## config.mk

```make
export PLATFORM = sky130hd
export DESIGN_NAME = word_uart_transmitter
export DESIGN_NICKNAME = d
export VERILOG_FILES = /design/src/rtl/word_uart_transmitter.sv
export SDC_FILE = /design/constraint.sdc
export NUM_CORES = 1
export LEC_CHECK = 0
export BUFFER_PORTS_ARGS = -buffer_cell sky130_fd_sc_hd__buf_4
export CAP_MARGIN = 20
export CORE_MARGIN = 8
export CORE_UTILIZATION = 60
export CTS_BUF_LIST = sky130_fd_sc_hd__clkbuf_8 sky130_fd_sc_hd__clkbuf_16
export CTS_CLUSTER_DIAMETER = 40
export DETAILED_ROUTE_END_ITERATION = 12
export PLACE_DENSITY = 0.84
export SYNTH_ARGS = -nofsm -noshare
export SYNTH_HDL_FRONTEND = slang
export SYNTH_SLANG_ARGS = --single-unit
```

## constraint.sdc

```tcl
create_clock -name Clk -period 4.62 [get_ports Clk]
set_input_delay 1.155 -clock Clk [delete_from_list [all_inputs] [get_ports Clk]]
set_output_delay 1.155 -clock Clk [all_outputs]
set_load 0.02 [all_outputs]
```

## src/rtl/word_uart_transmitter.sv

```systemverilog
// Sends a 32-bit word as four 8N1 UART bytes, MSB byte first, with its own baud divider.
// Optional WORD_TX_CHECKSUM_EN appends a fifth byte holding the XOR of the four data bytes.
module word_uart_transmitter #(
  parameter int unsigned CLKS_PER_BIT = 434
) (
  input  logic        Clk,
  input  logic        Reset,
  input  logic        send,
  input  logic [31:0] data_in_32,
  output logic        tx,
  output logic        busy,
  output logic        tx_done
);

  localparam int unsigned CntW = (CLKS_PER_BIT > 1) ? $clog2(CLKS_PER_BIT) : 1;
  localparam logic [CntW-1:0] CntMax = CntW'(CLKS_PER_BIT - 1);

`ifdef WORD_TX_CHECKSUM_EN
  localparam int unsigned NumBytes = 5;
`else
  localparam int unsigned NumBytes = 4;
`endif

  localparam int unsigned ShW = 8 * NumBytes;
  localparam logic [2:0] LastByte = 3'(NumBytes - 1);

  typedef enum logic [1:0] {
    StIdle,
    StStart,
    StData,
    StStop
  } state_e;

  state_e          state_q, state_d;
  logic [CntW-1:0] baud_q, baud_d;
  logic [2:0]      bit_q, bit_d;
  logic [2:0]      byte_q, byte_d;
  logic [ShW-1:0]  shreg_q, shreg_d;
  logic            tx_q, tx_d;
  logic            busy_q, busy_d;
  logic            done_q, done_d;

  logic            baud_tick;
  logic [2:0]      next_bit;
  logic [7:0]      cur_byte;
  logic [ShW-1:0]  capture;

`ifdef WORD_TX_CHECKSUM_EN
  assign capture = {data_in_32,
                    data_in_32[31:24] ^ data_in_32[23:16] ^ data_in_32[15:8] ^ data_in_32[7:0]};
`else
  assign capture = data_in_32;
`endif

  // The byte on the wire always sits in the top of the shift register.
  assign cur_byte  = shreg_q[ShW-1 -: 8];
  assign baud_tick = (baud_q == CntMax);
  assign next_bit  = bit_q + 3'd1;

  always_comb begin
    state_d = state_q;
    baud_d  = baud_tick ? '0 : baud_q + CntW'(1);
    bit_d   = bit_q;
    byte_d  = byte_q;
    shreg_d = shreg_q;
    tx_d    = tx_q;
    busy_d  = busy_q;
    done_d  = 1'b0;

    unique case (state_q)
      StIdle: begin
        baud_d = '0;
        tx_d   = 1'b1;
        if (send && !busy_q) begin
          shreg_d = capture;
          byte_d  = '0;
          bit_d   = '0;
          busy_d  = 1'b1;
          tx_d    = 1'b0;
          state_d = StStart;
        end
      end

      StStart: begin
        if (baud_tick) begin
          bit_d   = '0;
          tx_d    = cur_byte[0];
          state_d = StData;
        end
      end

      StData: begin
        if (baud_tick) begin
          if (bit_q == 3'd7) begin
            tx_d    = 1'b1;
            state_d = StStop;
          end else begin
            bit_d = next_bit;
            tx_d  = cur_byte[next_bit];
          end
        end
      end

      StStop: begin
        if (baud_tick) begin
          if (byte_q == LastByte) begin
            tx_d    = 1'b1;
            busy_d  = 1'b0;
            done_d  = 1'b1;
            state_d = StIdle;
          end else begin
            // Next start bit follows the stop bit with no gap.
            byte_d  = byte_q + 3'd1;
            shreg_d = shreg_q << 8;
            bit_d   = '0;
            tx_d    = 1'b0;
            state_d = StStart;
          end
        end
      end

      default: begin
        tx_d    = 1'b1;
        busy_d  = 1'b0;
        state_d = StIdle;
      end
    endcase
  end

  always_ff @(posedge Clk) begin
    if (Reset) begin
      state_q <= StIdle;
      baud_q  <= '0;
      bit_q   <= '0;
      byte_q  <= '0;
      shreg_q <= '0;
      tx_q    <= 1'b1;
      busy_q  <= 1'b0;
      done_q  <= 1'b0;
    end else begin
      state_q <= state_d;
      baud_q  <= baud_d;
      bit_q   <= bit_d;
      byte_q  <= byte_d;
      shreg_q <= shreg_d;
      tx_q    <= tx_d;
      busy_q  <= busy_d;
      done_q  <= done_d;
    end
  end

  assign tx      = tx_q;
  assign busy    = busy_q;
  assign tx_done = done_q;

endmodule
```

==> results by group <==
GRT
  – Vias in the first global route: around 1,800
  – GR Util All Layers: 16.2%
  – Largest net degree at the start of global routing: 38
  – First-pass GRT wire length: 8560 um
  – Antenna violations before repair: 0
  – Grt ovf: 0

Min path
  – Hold WC Path Type: register to register

Place
  – PortBufs: 37
  – Cells after DPL: roughly 320
  – GP Congestion: around 0.85
  – Detail Placement HPWL: roughly 3700 um

Floorplan
  – Die height: about 80 um
  – Initial core utilization: 62.3%
  – Standard-cell rows: 23
  – Die width: 80.4 um
  – Core area: approximately 0.004 mm2
  – I/O pins: 38
  – Die area: 0.00647 mm2

Routing
  – Detailed Route WL: 5070 um
  – Drt pass-1 iters: 4
  – Initial DRC count: around 200
  – Routed Antenna Nets: 0
  – Wirelength per Cell: 15.4 um
  – DRC errors left: 0
  – Via count: 1,959
  – Drt via density: 5.95

Final layout
  – Share of cells above drive strength 1: 21.9%
  – Fill cell count: 310
  – Nets: about 320
  – Non-Filler Instances: 329
  – Multi-input logic area: 0.00133 mm2
  – Commonest non-fill, non-tap cell in the layout: dfxtp_1
  – Layout overhead on the synthesized area: 13.8%
  – Commonest cells after routing, fill and taps aside: dfxtp_1 (52), buf_4 (38), a21oi_1 (30)
  – Seq. cell area: 0.00104 mm2
  – # diodes: 0
  – Final Util: between 70% and 80%

Yosys
  – Synth Cell Area: 0.00249 mm2
  – Register area share after synthesis: 41.8%
  – Post-synthesis async set-or-reset flop share: 0%
  – Top cell type by total area after synthesis: dfxtp_1
  – Syn_area_per_cell: 10.0 um2
  – Synthesis warning total: 0
  – Synth top area share: a little over two fifths
  – Top_reg_cell synth: dfxtp_1
  – Syn_nets: 295
  – Register bit count reported by yosys: 52
  – Number of synthesized flops with an enable pin: 0
  – Netlist cell types: 44
  – Ranking of synthesized cells by area: dfxtp_1 (42%), mux2i_1 (10%), a211oi_1 (7.2%)
  – Cell count after synthesis: 249

STA
  – Slew margin rel.: 37.9%
  – Crit path time final: 3.08 ns
  – Final Hold Viols: 0
  – FMAX: between 300 and 400 MHz
  – Final setup vio count: 0
  – Worst slew pin tran: 0.932 ns
  – TNS Setup: 0 ns
  – Slew Limit Fails: 0
  – Final Skew: 0.00979 ns
  – RSZ-0062 raised after global routing: false
  – Period utilization: around two thirds

Clock network
  – Post-CTS Setup Inserts: 0
  – CTS H-tree depth: 2
  – Clock root buffer master: clkbuf_8
  – Post-CTS Resized: 0
  – TritonCTS buffer count: 5
  – Reg clk slew, reported paths: ~0.1 ns
  – Max clock buf depth: 2
  – CTS sink count: 52
  – CTS tree: built
  – Clock Latency Late Sink: 0.30 ns
  – Hold_buf cts: 0

Power
  – P_sw: around 0.00062 W
  – Pint: 0.000981 W
  – Logic pwr share: between 40% and 50%
  – Clock Power Share: 16.9%
  – Peak supply drop: between 0.2 and 0.3 mV
  – Sw Share: 38.8%
  – Final Power: 0.00160 W
  – Reg power frac: 42.1%
  – Pleak: between 1 and 1.5 nW
  – Power per Cell Area: 565 mW/mm2

Status
  – Status: finished clean

Critical path
  – Critical path capture point type: register
  – Max Fanout on Critical Path: 31
  – Crit start category: register
  – Crit Path Category: register to register
  – WP data arrival: between 3 and 4 ns
  – CP required: between 4 and 5 ns

Job
  – Max cap viols: 0
[flip-flops by register name (all words and copies together), names as in the netlist]
signal and count:
tx 1, busy 1, baud_q 9, bit_q 3
state_q 2, shreg_q 32, byte_q 3, tx_done 1
[power by group through the flow]
stage	sequential [W]	clock (W)	combinational (W)
6_report	0.000675	0.000271	0.000657
4_1_cts	0.000676	0.000274	0.000650
2_1_floorplan	0.000667	0	0.000577
5_1_grt	0.000696	0.000298	0.000725
3_3_place_gp	0.000677	0	0.000633
3_5_place_dp	0.000686	0	0.000650
[path summary, 6_finish.rpt]
kind                                 start     endpoint  slack [ns]  cells past startpoint
worst min-delay path             baud_q[0]    baud_q[0]        0.48                      1
worst min register to register   baud_q[0]    baud_q[0]        0.48                      1
worst max register to register  state_q[0]  shreg_q[10]        1.54                      6
worst max-delay path            state_q[0]  shreg_q[10]        1.54                      6
[synth_stat cells (3+ instances only)]
| cell | instances |
|---|---|
| buf_6 | 5 |
| nand2b_1 | 3 |
| nand3_1 | 3 |
| o21ai_0 | 5 |
| xnor2_1 | 5 |
| inv_1 | 6 |
| nand4_1 | 4 |
| nor2_1 | 16 |
| ha_1 | 11 |
| nor3_1 | 3 |
| a21oi_1 | 30 |
| nand2_1 | 5 |
| a22o_2 | 8 |
| mux2i_1 | 25 |
| a211oi_1 | 24 |
| dfxtp_1 | 52 |
| clkbuf_1 | 7 |
[per-layer routing]
layer | up-vias | share of wire (%) | track usage, %
met1 | 915 | 48 | 21.9
met2 | 41 | 46 | 24.4
met3 | 6 | 4.1 | 4.02
li1 | 997 | - | -
met4 | 0 | 1.1 | 5.45
met5 | - | 0 | 0
[cell families after synthesis]
group                    count (synthesis)  synth area share [%]
adder cells (fa/ha/maj)                 11                  5.52
flip-flops                              52                  41.8
buffers and inverters                   22                  5.02
AO/OA/AOI/OAI                           80                  22.2
multiplexers                            28                  12.3
AND/OR/NAND/NOR                         49                  10.7
XOR/XNOR                                 7                  2.46
[layout make-up]
class / instances / area share (%)
Clock inverter: 2 / 0.530
Multi-Input combinational cell: 175 / 46.8
Inverter: 6 / 0.795
Tap cell: 50 / 2.21
Clock buffer: 6 / 2.91
Timing Repair Buffer: 38 / 10.1
Sequential cell: 52 / 36.7
[worst max-delay path, cell delays in order, from the launching register on]
cell      delay (ns)
dfxtp_1         0.40
ha_1            0.18
buf_4           0.40
nand2b_1        0.21
o31ai_4         0.79
and2_1          0.77
a211oi_1        0.16
[stage by stage]
step | cell area (um2) | setup WS, ns | hold slack (ns)
5_1_grt | 2830 | 1.26 | 0.504
3_3_place_gp | 2740 | 1.59 | 0.446
2_1_floorplan | 2490 | 2.47 | 0.430
6_report | 2830 | 1.54 | 0.480
4_1_cts | 2830 | 1.57 | 0.484
3_5_place_dp | 2740 | 1.55 | 0.463
Note: power is estimated with default switching activity, not from simulation.
